## src/rtl/me_search_ctrl_pkg.sv

```systemverilog
// Shared types and sizes for the motion-estimation search controller.
// Optional early termination is enabled by defining ME_EARLY_TERM_EN.
package me_pkg;

    localparam int N_POS = 16;
    localparam int SAD_W = 16;
    localparam int MV_W  = 5;
    localparam int ROW_W = $clog2(N_POS);

    localparam logic [SAD_W-1:0] SAD_MAX = '1;

    typedef logic [ROW_W-1:0] row_t;
    typedef logic [SAD_W-1:0] sad_t;
    typedef logic [MV_W-1:0]  mv_t;

    typedef enum logic [2:0] {
        IDLE  = 3'd0,
        FETCH = 3'd1,
        CALC  = 3'd2,
        WAIT  = 3'd3,
        DONE  = 3'd4
    } state_t;

    // Offset index 0..N_POS-1 maps to a signed vector -N_POS/2 .. N_POS/2-1.
    function automatic mv_t idx_to_mv(row_t idx);
        return mv_t'({1'b0, idx}) - mv_t'(N_POS / 2);
    endfunction

endpackage

```

## src/rtl/me_search_ctrl_if.sv

```systemverilog
// Control, fetch and SAD-result signals of the search controller.
// The early-termination threshold/flag exist only with ME_EARLY_TERM_EN.
interface me_search_ctrl_if;
    import me_pkg::*;

    // Handshakes: ref_rd_req stays high until ref_rd_ack is sampled high on a
    // rising edge while req is high; sad_en is a single-cycle request and
    // sad_vld (any later cycle) is the response, seen only while waiting for it.
    logic                    start;
    logic                    busy;
    logic                    done;
    logic                    ref_rd_req;
    row_t                    ref_rd_row;
    logic                    ref_rd_ack;
    logic                    sad_en;
    logic                    sad_vld;
    logic [N_POS*SAD_W-1:0]  sad_row;
    sad_t                    best_sad;
    mv_t                     best_mv_x;
    mv_t                     best_mv_y;
    state_t                  state_dbg;
`ifdef ME_EARLY_TERM_EN
    sad_t                    et_thresh;
    logic                    early_term;
`endif

    modport master (
        input  start, ref_rd_ack, sad_vld, sad_row,
`ifdef ME_EARLY_TERM_EN
        input  et_thresh,
        output early_term,
`endif
        output busy, done, ref_rd_req, ref_rd_row, sad_en,
        output best_sad, best_mv_x, best_mv_y, state_dbg
    );

    modport slave (
        output start, ref_rd_ack, sad_vld, sad_row,
`ifdef ME_EARLY_TERM_EN
        output et_thresh,
        input  early_term,
`endif
        input  busy, done, ref_rd_req, ref_rd_row, sad_en,
        input  best_sad, best_mv_x, best_mv_y, state_dbg
    );

endinterface

```

## src/rtl/me_search_ctrl_sad_min16.sv

```systemverilog
// Combinational argmin over one row of N_POS SADs; lowest column wins ties.
module sad_min16
    import me_pkg::*;
(
    input  logic [N_POS*SAD_W-1:0] sad_row,
    output sad_t                   min_sad,
    output row_t                   min_idx
);

    localparam int LVLS = $clog2(N_POS);

    sad_t val [LVLS+1][N_POS];
    row_t idx [LVLS+1][N_POS];

    always_comb begin
        for (int l = 0; l <= LVLS; l++) begin
            for (int i = 0; i < N_POS; i++) begin
                val[l][i] = '0;
                idx[l][i] = '0;
            end
        end
        for (int i = 0; i < N_POS; i++) begin
            val[0][i] = sad_row[i*SAD_W +: SAD_W];
            idx[0][i] = row_t'(i);
        end
        // The left operand always covers lower columns, so it keeps ties.
        for (int l = 1; l <= LVLS; l++) begin
            for (int i = 0; i < (N_POS >> l); i++) begin
                if (val[l-1][2*i+1] < val[l-1][2*i]) begin
                    val[l][i] = val[l-1][2*i+1];
                    idx[l][i] = idx[l-1][2*i+1];
                end else begin
                    val[l][i] = val[l-1][2*i];
                    idx[l][i] = idx[l-1][2*i];
                end
            end
        end
        min_sad = val[LVLS][0];
        min_idx = idx[LVLS][0];
    end

endmodule

```

## src/rtl/me_search_ctrl.sv

```systemverilog
// Full-window integer-pel search sequencer: fetch row, fire SAD, track minimum.
// Define ME_EARLY_TERM_EN to stop once the best SAD is at or below et_thresh.
module me_search_ctrl
    import me_pkg::*;
(
    input  logic             clk,
    input  logic             rst,
    me_search_ctrl_if.master bus
);

    state_t state;
    row_t   row;
    logic   busy_q, done_q, req_q, sad_en_q;
    sad_t   best_sad_q;
    mv_t    mv_x_q, mv_y_q;

    sad_t   rowmin;
    row_t   mincol;
    logic   better;
    sad_t   upd_best;
    logic   et_hit;

    sad_min16 u_min (
        .sad_row (bus.sad_row),
        .min_sad (rowmin),
        .min_idx (mincol)
    );

    // Strict less-than keeps the earliest raster position on cross-row ties.
    assign better   = rowmin < best_sad_q;
    assign upd_best = better ? rowmin : best_sad_q;

`ifdef ME_EARLY_TERM_EN
    logic early_q;
    assign et_hit         = upd_best <= bus.et_thresh;
    assign bus.early_term = early_q;
`else
    assign et_hit = 1'b0;
`endif

    always_ff @(posedge clk or posedge rst) begin
        if (rst) begin
            state      <= IDLE;
            row        <= '0;
            busy_q     <= 1'b0;
            done_q     <= 1'b0;
            req_q      <= 1'b0;
            sad_en_q   <= 1'b0;
            best_sad_q <= SAD_MAX;
            mv_x_q     <= '0;
            mv_y_q     <= '0;
`ifdef ME_EARLY_TERM_EN
            early_q    <= 1'b0;
`endif
        end else begin
            done_q   <= 1'b0;
            sad_en_q <= 1'b0;
            case (state)
                IDLE: begin
                    if (bus.start) begin
                        state      <= FETCH;
                        row        <= '0;
                        busy_q     <= 1'b1;
                        req_q      <= 1'b1;
                        best_sad_q <= SAD_MAX;
                        mv_x_q     <= '0;
                        mv_y_q     <= '0;
`ifdef ME_EARLY_TERM_EN
                        early_q    <= 1'b0;
`endif
                    end
                end
                FETCH: begin
                    if (bus.ref_rd_ack) begin
                        req_q    <= 1'b0;
                        sad_en_q <= 1'b1;
                        state    <= CALC;
                    end
                end
                CALC: begin
                    state <= WAIT;
                end
                WAIT: begin
                    if (bus.sad_vld) begin
                        if (better) begin
                            best_sad_q <= rowmin;
                            mv_x_q     <= idx_to_mv(mincol);
                            mv_y_q     <= idx_to_mv(row);
                        end
                        if (row == row_t'(N_POS - 1) || et_hit) begin
                            state  <= DONE;
                            done_q <= 1'b1;
`ifdef ME_EARLY_TERM_EN
                            early_q <= et_hit;
`endif
                        end else begin
                            row   <= row + 1'b1;
                            req_q <= 1'b1;
                            state <= FETCH;
                        end
                    end
                end
                DONE: begin
                    state  <= IDLE;
                    busy_q <= 1'b0;
                end
                default: begin
                    state  <= IDLE;
                    busy_q <= 1'b0;
                    req_q  <= 1'b0;
                end
            endcase
        end
    end

    assign bus.busy       = busy_q;
    assign bus.done       = done_q;
    assign bus.ref_rd_req = req_q;
    assign bus.ref_rd_row = row;
    assign bus.sad_en     = sad_en_q;
    assign bus.best_sad   = best_sad_q;
    assign bus.best_mv_x  = mv_x_q;
    assign bus.best_mv_y  = mv_y_q;
    assign bus.state_dbg  = state;

endmodule
```

## src/flat_wrapper.sv

```systemverilog
// flat-port wrapper written by rule: the top's interface ports become plain ports
module me_search_ctrl_flat import me_pkg::*;
  (clk, rst, bus_start, bus_ref_rd_ack, bus_sad_vld, bus_sad_row, bus_busy, bus_done, bus_ref_rd_req, bus_ref_rd_row, bus_sad_en, bus_best_sad, bus_best_mv_x, bus_best_mv_y, bus_state_dbg);
  me_search_ctrl_if bus_i ();
  input  logic clk;
  input  logic rst;
  input wire logic [$bits(bus_i.start)-1:0] bus_start;
  input wire logic [$bits(bus_i.ref_rd_ack)-1:0] bus_ref_rd_ack;
  input wire logic [$bits(bus_i.sad_vld)-1:0] bus_sad_vld;
  input wire logic [$bits(bus_i.sad_row)-1:0] bus_sad_row;
  output wire logic [$bits(bus_i.busy)-1:0] bus_busy;
  output wire logic [$bits(bus_i.done)-1:0] bus_done;
  output wire logic [$bits(bus_i.ref_rd_req)-1:0] bus_ref_rd_req;
  output wire logic [$bits(bus_i.ref_rd_row)-1:0] bus_ref_rd_row;
  output wire logic [$bits(bus_i.sad_en)-1:0] bus_sad_en;
  output wire logic [$bits(bus_i.best_sad)-1:0] bus_best_sad;
  output wire logic [$bits(bus_i.best_mv_x)-1:0] bus_best_mv_x;
  output wire logic [$bits(bus_i.best_mv_y)-1:0] bus_best_mv_y;
  output wire logic [$bits(bus_i.state_dbg)-1:0] bus_state_dbg;
  assign bus_i.start = bus_start;
  assign bus_i.ref_rd_ack = bus_ref_rd_ack;
  assign bus_i.sad_vld = bus_sad_vld;
  assign bus_i.sad_row = bus_sad_row;
  assign bus_busy = bus_i.busy;
  assign bus_done = bus_i.done;
  assign bus_ref_rd_req = bus_i.ref_rd_req;
  assign bus_ref_rd_row = bus_i.ref_rd_row;
  assign bus_sad_en = bus_i.sad_en;
  assign bus_best_sad = bus_i.best_sad;
  assign bus_best_mv_x = bus_i.best_mv_x;
  assign bus_best_mv_y = bus_i.best_mv_y;
  assign bus_state_dbg = bus_i.state_dbg;
  me_search_ctrl u_core (.clk(clk), .rst(rst), .bus(bus_i));
endmodule
```

## config.mk

```make
export PLATFORM = sky130hd
export DESIGN_NAME = me_search_ctrl_flat
export DESIGN_NICKNAME = d
export VERILOG_FILES = /design/src/rtl/me_search_ctrl_pkg.sv /design/src/rtl/me_search_ctrl_if.sv /design/src/rtl/me_search_ctrl_sad_min16.sv /design/src/rtl/me_search_ctrl.sv /design/src/flat_wrapper.sv
export SDC_FILE = /design/constraint.sdc
export NUM_CORES = 1
export LEC_CHECK = 0
export ABC_AREA = 1
export BUFFER_PORTS_ARGS = -buffer_cell sky130_fd_sc_hd__buf_2
export CAP_MARGIN = 5
export CORE_ASPECT_RATIO = 0.5
export CORE_UTILIZATION = 50
export DETAILED_ROUTE_END_ITERATION = 8
export PLACE_DENSITY = 0.8
export REMOVE_ABC_BUFFERS = 1
export SYNTH_ARGS = -nofsm -noshare
export SYNTH_HDL_FRONTEND = slang
export SYNTH_SLANG_ARGS = --single-unit
```

## constraint.sdc

```tcl
create_clock -name clk -period 2 [get_ports clk]
set_input_delay 0.3 -clock clk [delete_from_list [all_inputs] [get_ports clk]]
set_output_delay 0.3 -clock clk [all_outputs]
set_load 0.005 [all_outputs]
```

==> results.yml, run 1 <==
yosys:
  synth_top_area_cell: "ha_1"
  yosys-top-cells-count: "460 x nand2_1, 234 x ha_1, 223 x inv_1"
  synth_area_leaders: "ha_1 28%, nand2_1 17%, o21ai_0 8.4%"
  ys_warn_count: 0
  yosys_register_bits: 35
  yosysTopAreaCellShare_pct: 28.3
  syn-cell-area_um2: 10400
  synth-main-ff-cell: "dfrtp_1"
  synth.most_common_cell: "nand2_1"
  synth.distinct_cells: 42
  yosysSeqAreaShare_pct: 8.65
  ys_async_sr_fraction_pct: 100
  syn-mean-instance-area_um2: 6.05
  syn-instance-count: 1711
  synth-edff-count: 0
placed_design:
  dp_hpwl_um: 30400
  gp_congestion: 1.03
  pre_cts_ws_ns: -6.12
  portBuffers: 297
floorplan:
  initial_core_util_pct: 52.1
  die_w_um: 206
  row_count: 36
  io_pins: 298
  die_height_um: 104
clock_tree:
  numCtsBuffers: 5
  clockBufferDepth: 2
  clock-root-buffer: "clkbuf_16"
  htree_levels: 2
  cts_sinks: 35
  ctsHoldBuffers: 0
global_routing:
  grt_max_degree: 36
timing:
  endpoint_type: "sequential cell input"
  crit_endpoint: "u_core.bus.best_sad[15]$_DFFE_PP1P_/D"
status:
  toolErrorMsg: "[ERROR DPL-0038] Utilization greater than 100%, impossible to legalize"
  failed_stage: "5_1_grt"
  outcome: "stopped before the end"
-- timing repair --
item                       4_1_cts
pin swaps                       87
cloned                          26
gates resized for setup        516
hold endpoints to repair         0
buffers inserted                86
setup endpoints to repair       24
-- through the flow --
| stage | instances | utilization [%] | setup TNS (ns) | cell area, um^2 |
|---|---|---|---|---|
| after detailed placement | 2670 | 77.3 | -146.07 | 15300 |
| after CTS | 2787 | 92.3 | -117.83 | 18300 |
| after global placement | 2670 | 77.3 | -140.37 | 15300 |
| after floorplan | 1657 | - | -166.48 | 10100 |
-- kinds of logic after synthesis --
group	Yosys count	share of synthesized area, %
DFF	35	8.65
buffers and inverters	282	10.7
and+or+nand+nor	766	32.1
adders and majority gates	234	28.3
AOI/OAI and AO/OA	394	20.2
==> run 2: changes to the inputs <==
Settings changed: CORE_ASPECT_RATIO 0.5 to default, CORE_UTILIZATION 50 to 35, PLACE_DENSITY 0.8 to default, PLACE_DENSITY_LB_ADDON from default to 0.15.
Clock period 2 ns to 2.6 ns, I/O delays scaled along.
==> run 2 against run 1 <==
Net effect: area after synthesis unchanged; synthesized cell count is the same; the flow now finishes, with violations (negative setup slack).
==> results.yml, run 2 <==
status:
  outcome: "finished with violations"
  violations: "negative setup slack"
worst_setup_path:
  r2r-end: "u_core.bus.best_mv_y[3]$_DFFE_PP0P_"
  critical_path.max_fanout: 7
  startpoint: "bus_sad_row[47]"
  cp.arrival_ns: 7.67
  crit_type: "in -> reg"
  cp_common_cell: "nand2_4"
  max_stage_delay_ns: 0.34
  crit_required_ns: 2.77
  reg2reg_slack_ns: 0.41
  critical_path.slowest_cell: "ha_1"
  reg2reg_depth: 15
  endpoint_kind: "flop"
  crit_path_end: "u_core.bus.best_mv_y[3]$_DFFE_PP0P_"
  worstReg2RegStart: "u_core.bus.state_dbg[1]$_DFFE_PP0P_"
  start_kind: "input port"
route:
  post_drt_via_cell_ratio: 5.12
  met2_length_um: 24500
  met3_length_um: 2420
  wl_met1_um: 19000
  wl_per_cell_um: 16.0
  top_layer_used: "met5"
  ant_nets: 0
  drt_wl_total_um: 47700
  first_pass_iters: 6
  drc_errors: 0
  num_vias: 15300
  drt_iter0_drc: 779
floorplan:
  row_count: 62
  coreArea_um2: 28900
  die_area_um2: 30300
  io_pins: 298
  die_w_um: 174
  initial_core_util_pct: 35.8
  die_height_um: 174
timing:
  setup_slack_ns: -4.89
  tightestPinTransition_ns: 0.450
  post-route-period-util_pct: 288
  fin_crit_ns: 7.49
  max_freq_mhz: 133
  slew_violations: 0
  finalClockSkew_ns: 0.00597
  setup_violations: 24
  slew_headroom_pct: 70.0
  hold_violations: 0
  fin_hold_ws_ns: 0.196
  rsz0062_at_grt: "true"
job:
  drv_cap: 0
power:
  powerDensity_nw_per_um2: 1090
  pwr-share-comb_pct: 92.2
  max-vdd-ir-drop_mv: 1.29
  intPower_uw: 12100
  power_frac_seq_pct: 4.9
  swShare_pct: 48.1
  switching_power_uw: 11200
  p_leak_uw: 0.0109
  p_clk_share_pct: 2.9
yosys:
  syn-cell-area_um2: 10400
  yosys.area_share.simple_pct: 32.1
  synth_compound_area_share_pct: 20.2
  yosysTopAreaCellShare_pct: 28.3
  synthMuxAreaShare_pct: 0
  synth_top_family_by_area: "simple AND/OR/NAND/NOR gates"
  yosys-top-cells-count: "460 x nand2_1, 234 x ha_1, 223 x inv_1"
  syn-mean-instance-area_um2: 6.05
  synthAdderAreaFrac_pct: 28.3
  synth.most_common_cell: "nand2_1"
  yosysSeqAreaShare_pct: 8.65
  synth.distinct_cells: 42
  yosys_register_bits: 35
  synth-main-ff-cell: "dfrtp_1"
  syn-instance-count: 1711
  synth_area_leaders: "ha_1 28%, nand2_1 17%, o21ai_0 8.4%"
  ys_async_sr_fraction_pct: 100
  synth_xor_area_share_pct: 0
  synth-edff-count: 0
  ys_warn_count: 0
  synth_top_area_cell: "ha_1"
global_routing:
  grt_max_degree: 36
  grt_pass1_wl_um: 66400
  globalRoute.totalOverflow: 0
  grt_pass1_vias: 14400
  antenna_found_initial: 14
  grt_use_total_pct: 26.3
clock_tree:
  htree_levels: 2
  clk_pin_slew_ns: 0.06
  cts_sinks: 35
  clock-root-buffer: "clkbuf_16"
  numCtsBuffers: 5
  cts_tree: "done"
  clockBufferDepth: 2
  ctsHoldBuffers: 0
  clock_latency_ns: 0.28
placed_design:
  gp_congestion: 0.883
  portBuffers: 297
  pre_cts_ws_ns: -5.65
  dpl_cell_area_um2: 15500
  dp_hpwl_um: 31300
layout:
  final_common_cell: "buf_4"
  largest_reg_flops: 16
  synthToLayoutAreaGrowth_pct: 106
  final_cell_mix: "539 x buf_4, 370 x nand2_1, 283 x buf_2"
  drive_above_1_share_pct: 61.1
  fin_area_um2: 21300
  multiInputGateArea_um2: 11900
  fill_cells: 2047
  seq_area_um2: 896
  final_nets: 3086
worst_hold_path:
  hold_path.class: "in -> async"
## run 2: worst min path at each step
stage	end	slack (ns)	cells past startpoint	from
floorplan	u_core.bus.busy$_DFFE_PP0P_	0.47	2	u_core.bus.busy$_DFFE_PP0P_
global placement	u_core.bus.best_sad[1]$_DFFE_PP1P_	0.48	2	u_core.bus.best_sad[1]$_DFFE_PP1P_
detailed placement	u_core.bus.busy$_DFFE_PP0P_	0.48	2	u_core.bus.busy$_DFFE_PP0P_
CTS	u_core.bus.best_mv_y[1]$_DFFE_PP0P_	0.21	3	rst
global route	u_core.bus.done$_DFF_PP0_	0.24	3	rst
finish	u_core.bus.done$_DFF_PP0_	0.20	3	rst
## run 2: area by class of cell
class	count	area share (%)
antenna	9	0.106
clock buffer	7	0.769
clock inverter	1	0.0235
inverter	228	4.21
multi-input combinational	1399	55.8
sequential	35	4.20
tap	384	2.26
timing repair buffer	920	32.6
timing repair inverter	2	0.112
## run 2: per-stage QoR
step / total power [uW] / TNS (ns) / instances / util [%]
6_report: 23200 / -117.02 / 2985 / 73.6
5_1_grt: 24700 / -123.12 / 2981 / 73.6
3_5_place_dp: 13700 / -134.69 / 2788 / 53.7
2_1_floorplan: 7940 / -154.04 / 1657 / -
4_1_cts: 18500 / -106.71 / 2913 / 63.5
3_3_place_gp: 13400 / -133.09 / 2788 / 53.7
## run 2: repair_timing
item,4_1_cts,5_1_grt
pin swaps,98,165
setup buffers,101,64
setup endpoints to repair,24,24
gates resized for setup,475,512
cloned,20,9
## run 2: power by group through the flow
stage               sequential (uW)  combinational (uW)  clock (uW)
floorplan                      1110                6830           0
detailed placement             1140               12500           0
CTS                            1140               16700         680
global route                   1170               22900         690
finish                         1130               21400         669
global placement               1140               12200           0
## run 2: cell families (layout without fill, tap and decap cells)
kind of cell,Yosys count,after routing
AO/OA/AOI/OAI,394,394
adder cells (fa/ha/maj),234,234
buffers and inverters,282,1158
flip-flops,35,35
other,0,9
AND/OR/NAND/NOR,766,771
## run 2: worst max-delay path, delay by kind of cell
kind | cells | cell delay (ns)
compound gates | 12 | 1.71
fa+ha+maj | 5 | 1.37
buf+inv | 16 | 2.00
simple gates | 23 | 2.18
## run 2: layer usage
| metal | vias up | track usage, % |
|---|---|---|
| li1 | 7490 | - |
| met1 | 7117 | 31.2 |
| met2 | 513 | 48.4 |
| met3 | 151 | 3.43 |
| met4 | 12 | 8.41 |
| met5 | - | 0 |
No activity file was read; power rests on OpenSTA's default activity.
==> run 3: changes to the inputs <==
Settings changed: PLACE_DENSITY from default to 0.68, PLACE_DENSITY_LB_ADDON 0.15 to default.
==> run 3 against run 2 <==
Net effect: the flow still finishes with violations (negative setup slack); via count increased by 2.1%; sequential cell count did not move; register-to-register slack lost 0.23 ns; non-clock buffer count shrank 61; maximum frequency increased by 0.63%; cell area decreased by 3.7%; critical path depth rose by 2; global-route usage shrank 0.53 points; core utilization down 2.8 points; sequential power about the same; die area is the same.
==> results.yml, run 3 (synthesized netlist as in run 2, its figures left out) <==
placed_design:
  portBuffers: 297
  dpl_cell_area_um2: 15400
  dp_cells: 2771
  gp_congestion: 0.946
  dp_hpwl_um: 31900
  pre_cts_ws_ns: -5.67
worst_setup_path:
  start_kind: "input port"
  max_stage_delay_ns: 0.36
  cp_common_cell: "nand2_1"
  reg2reg_slack_ns: 0.18
  worstReg2RegStart: "u_core.bus.state_dbg[1]$_DFFE_PP0P_"
  worst-path-buf-inv: 15
  endpoint_kind: "flop"
  crit_type: "in -> reg"
  reg2reg_depth: 14
  critical_path.max_fanout: 9
  crit_required_ns: 2.82
  cp.arrival_ns: 7.66
  r2r-end: "u_core.bus.ref_rd_row[3]$_DFFE_PP0P_"
  critPathTopFamily: "simple AND/OR/NAND/NOR gates"
  critical_path.slowest_cell: "ha_1"
global_routing:
  grtUsageMet2_pct: 50.6
  grt_util_met3_pct: 1.62
  grt_max_degree: 25
  grt_pass1_wl_um: 65500
  met1_usage_pct: 29.4
  grt_use_total_pct: 25.8
  globalRoute.totalOverflow: 0
  busiest_layer: "met2"
  grt_pass1_vias: 14400
  antenna_found_initial: 0
route:
  drc_errors: 0
  wl_per_cell_um: 16.9
  drt_wl_total_um: 49400
  post_drt_via_cell_ratio: 5.35
  ant_nets: 0
  drt_iter0_drc: 948
  num_vias: 15600
  first_pass_iters: 6
layout:
  final_nets: 3026
  seq_area_um2: 896
  final_cell_mix: "499 x buf_4, 386 x nand2_1, 285 x buf_2"
  multiInputGateArea_um2: 11600
  layoutNonFillerInstCount: 2916
  fin_area_um2: 20500
  final_common_cell: "buf_4"
  num_antenna_cells: 0
  largest_reg_flops: 16
  synthToLayoutAreaGrowth_pct: 98.0
  drive_above_1_share_pct: 57.1
  fill_cells: 1992
floorplan:
  coreArea_um2: 28900
  row_count: 62
  initial_core_util_pct: 35.8
  io_pins: 298
  die_height_um: 174
  die_w_um: 174
  die_area_um2: 30300
clock_tree:
  ctsHoldBuffers: 0
  htree_levels: 2
  clock-root-buffer: "clkbuf_16"
  clock_latency_ns: 0.28
  clockBufferDepth: 2
  clk_pin_slew_ns: 0.05
  cts_tree: "done"
  cts_sinks: 35
  numCtsBuffers: 5
timing:
  post-route-period-util_pct: 286
  setup_slack_ns: -4.85
  max_freq_mhz: 134
  hold_violations: 0
  setup_violations: 24
  tightestPinTransition_ns: 0.936
  setup_tns_ns: -115.00
  finalClockSkew_ns: 0.00394
  slew_violations: 0
  rsz0062_at_grt: "true"
  slew_headroom_pct: 37.5
  fin_crit_ns: 7.45
status:
  violations: "negative setup slack"
  outcome: "finished with violations"
power:
  powerDensity_nw_per_um2: 1020
  power_uw: 20900
  max-vdd-ir-drop_mv: 1.11
  p_leak_uw: 0.0104
worst_hold_path:
  hold_path.class: "in -> async"
job:
  drv_cap: 0
run 3: what timing repair did:
item,in CTS,in global routing
cloned,12,15
gates resized for setup,391,458
buffers inserted,69,45
pin swaps,55,195
setup endpoints to repair,24,24
run 3: how the worst max path moves through the flow:
stage / cells past startpoint / startpoint / slack [ns] / to
finish: 58 / bus_sad_row[233] / -4.85 / u_core.bus.best_sad[0]$_DFFE_PP1P_
global route: 55 / bus_sad_row[234] / -5.19 / u_core.bus.best_sad[0]$_DFFE_PP1P_
CTS: 57 / bus_sad_row[161] / -4.37 / u_core.bus.best_mv_x[3]$_DFFE_PP0P_
detailed placement: 50 / bus_sad_row[141] / -5.67 / u_core.bus.best_sad[4]$_DFFE_PP1P_
global placement: 49 / bus_sad_row[141] / -5.40 / u_core.bus.best_sad[5]$_DFFE_PP1P_
floorplan: 46 / bus_sad_row[161] / -6.43 / u_core.bus.best_mv_x[0]$_DFFE_PP0P_
run 3: through the flow:
| stage | hold slack (ns) | util (%) |
|---|---|---|
| 6_report | 0.321 | 70.9 |
| 2_1_floorplan | 0.474 | - |
| 3_5_place_dp | 0.462 | 53.4 |
| 3_3_place_gp | 0.462 | 53.4 |
| 5_1_grt | 0.364 | 70.9 |
| 4_1_cts | 0.336 | 61.0 |
run 3: cell type report:
cell class,count,share of cell area (%)
Inverter,228,4.38
Timing Repair Buffer,859,31.6
Timing Repair inverter,1,0.0366
Clock buffer,7,0.744
Tap cell,384,2.34
Multi-Input combinational cell,1401,56.5
Sequential cell,35,4.37
Clock inverter,1,0.0366
run 3: routing by layer:
layer	routed length, um	part of all wire (%)	vias to the layer above
li1	-	-	7359
met1	18600	38	7231
met2	25600	52	745
met3	2500	5.1	267
met4	2720	5.5	0
met5	0	0	-
run 3: where the power goes:
part | switching, uW | internal [uW]
Clock | 220 | 407
Combinational | 9890 | 9220
Sequential | 219 | 933
Total | 10300 | 10600
==> run 4: changes to the inputs <==
Settings changed: SETUP_SLACK_MARGIN from default to 0.05.
==> run 4 against run 3 <==
Net effect: the flow still finishes with violations (negative setup slack); sequential share of layout area increased by 0.34 points; combinational power decreased by 10%; worst setup slack got worse by 0.0054 ns; cell area decreased by 7.3%; wire length decreased by 12%; global-route usage increased by 1.3 points; worst hold slack got worse by 0.0058 ns; clock power decreased by 0.6%; critical path type unchanged; highest routed layer is now met5.
==> results.yml, run 4 (synthesized netlist as in run 2, its figures left out) <==
worst_setup_path:
  crit_type: "in -> reg"
  cp.arrival_ns: 7.66
  critical_path.slowest_cell: "a2111oi_2"
  cp_common_cell: "a21oi_2"
  endpoint_kind: "flop"
  start_kind: "input port"
  critical_path.max_fanout: 8
  max_stage_delay_ns: 0.32
  critPathTopFamily: "simple AND/OR/NAND/NOR gates"
  crit_required_ns: 2.81
  worst-path-buf-inv: 15
power:
  p_leak_uw: 0.0101
  intPower_uw: 9550
  switching_power_uw: 9330
  p_clk_share_pct: 3.3
  power_frac_seq_pct: 6.1
  pwr-share-comb_pct: 90.6
  powerDensity_nw_per_um2: 993
  max-vdd-ir-drop_mv: 0.994
  swShare_pct: 49.4
layout:
  final_util_pct: 65.7
  drive_above_1_share_pct: 51.3
  final_nets: 2999
  fill_cells: 2313
  largest_reg_flops: 16
  final_cell_mix: "489 x buf_4, 412 x nand2_1, 290 x buf_2"
  synthToLayoutAreaGrowth_pct: 83.6
  seq_area_um2: 896
  multiInputGateArea_um2: 10500
  layoutNonFillerInstCount: 2890
  final_common_cell: "buf_4"
timing:
  slew_violations: 0
  max_freq_mhz: 134
  post-route-period-util_pct: 287
  rsz0062_at_grt: "true"
  fin_hold_ws_ns: 0.315
  finalClockSkew_ns: 0.00594
  setup_violations: 24
  slew_headroom_pct: 38.5
  tightestPinTransition_ns: 0.921
  hold_violations: 0
  fin_crit_ns: 7.45
  setup_slack_ns: -4.85
clock_tree:
  cts_sinks: 35
  clockBufferDepth: 2
  clk_pin_slew_ns: 0.05
  clock_latency_ns: 0.28
  clock-root-buffer: "clkbuf_16"
  htree_levels: 2
  cts_tree: "done"
  numCtsBuffers: 5
floorplan:
  die_height_um: 174
  row_count: 62
  io_pins: 298
  die_area_um2: 30300
  die_w_um: 174
  initial_core_util_pct: 35.8
  coreArea_um2: 28900
placed_design:
  dp_cells: 2771
  portBuffers: 297
  dp_hpwl_um: 31900
  gp_congestion: 0.946
global_routing:
  grt_pass1_vias: 14900
  busiest_layer: "met2"
  grt_util_met3_pct: 1.53
  grt_use_total_pct: 27.1
  grtUsageMet2_pct: 53.6
  grt_max_degree: 25
  antenna_found_initial: 2
  met1_usage_pct: 30.6
  grt_pass1_wl_um: 68600
  globalRoute.totalOverflow: 0
status:
  violations: "negative setup slack"
  outcome: "finished with violations"
route:
  wl_per_cell_um: 15.1
  drt_wl_total_um: 43500
  drc_errors: 0
  drt_iter0_drc: 661
  num_vias: 14700
  first_pass_iters: 5
  ant_nets: 0
  post_drt_via_cell_ratio: 5.07
job:
  drv_cap: 0
worst_hold_path:
  hold_path.class: "in -> async"
run 4: cell types whose count changed in the layout (fill, tap and decap cells not counted), moves of 12 or more:
cell	delta
a21oi_1	+24
nand2_1	+26
nor2_4	-12
ha_4	-45
inv_1	+13
a21oi_2	-13
nand2_2	-14
ha_1	+49
run 4: repair_timing:
item	4_1_cts	5_1_grt
setup buffers	81	12
hold buffers	0	0
endpoints found under the setup margin	24	25
pin swaps	81	40
gates cloned	18	0
gates resized for setup	534	95
run 4: power by group through the flow:
| stage | Sequential [uW] | Combinational, uW | Clock (uW) |
|---|---|---|---|
| global route | 1180 | 18600 | 651 |
| CTS | 1140 | 15200 | 629 |
| global placement | 1150 | 11900 | 0 |
| detailed placement | 1140 | 12300 | 0 |
| floorplan | 1110 | 6830 | 0 |
| finish | 1150 | 17100 | 623 |
run 4: layout make-up:
cell class | count | area share (%)
inverter | 228 | 4.67
multi-input combinational | 1400 | 55.2
tap | 384 | 2.53
timing repair inverter | 1 | 0.0395
timing repair buffer | 833 | 32.0
clock buffer | 7 | 0.803
sequential | 35 | 4.71
antenna | 1 | 0.0132
clock inverter | 1 | 0.0395
run 4: path summary, 6_finish.rpt:
path | startpoint | to | slack [ns] | depth (start not counted)
worst min-delay path | rst | u_core.bus.best_mv_y[1]$_DFFE_PP0P_ | 0.31 | 2
worst min register to register | u_core.bus.busy$_DFFE_PP0P_ | u_core.bus.busy$_DFFE_PP0P_ | 0.47 | 2
worst max-delay path | bus_sad_row[235] | u_core.bus.best_sad[0]$_DFFE_PP1P_ | -4.85 | 52
max in group asynchronous | rst | u_core.bus.best_sad[15]$_DFFE_PP1P_ | 1.54 | 3
min in group clk | bus_ref_rd_ack | u_core.bus.sad_en$_DFF_PP0_ | 0.35 | 3
worst max register to register | u_core.bus.state_dbg[1]$_DFFE_PP0P_ | u_core.bus.best_sad[0]$_DFFE_PP1P_ | 0.34 | 15
run 4: through the flow:
step / total power (uW) / cell area, um^2 / setup TNS [ns] / setup slack [ns]
2_1_floorplan: 7940 / 10100 / -154.04 / -6.43
3_3_place_gp: 13000 / 15400 / -129.08 / -5.40
3_5_place_dp: 13400 / 15400 / -135.41 / -5.67
4_1_cts: 17000 / 18500 / -102.39 / -4.30
5_1_grt: 20500 / 19000 / -122.78 / -5.17
6_report: 18900 / 19000 / -114.73 / -4.85
run 4: worst reg2reg max path: cells and delay by family, from the launching register on:
| family | cells | cell delay (ns) |
|---|---|---|
| AO/OA/AOI/OAI | 2 | 0.26 |
| flip-flops | 1 | 0.42 |
| AND/OR/NAND/NOR | 8 | 0.89 |
| buffers and inverters | 5 | 0.63 |
run 4: metal layers:
layer / vias to the layer above / wire [um]
met5: - / 13
met4: 2 / 1530
met3: 133 / 1770
met2: 478 / 23000
met1: 6739 / 17200
li1: 7303 / -
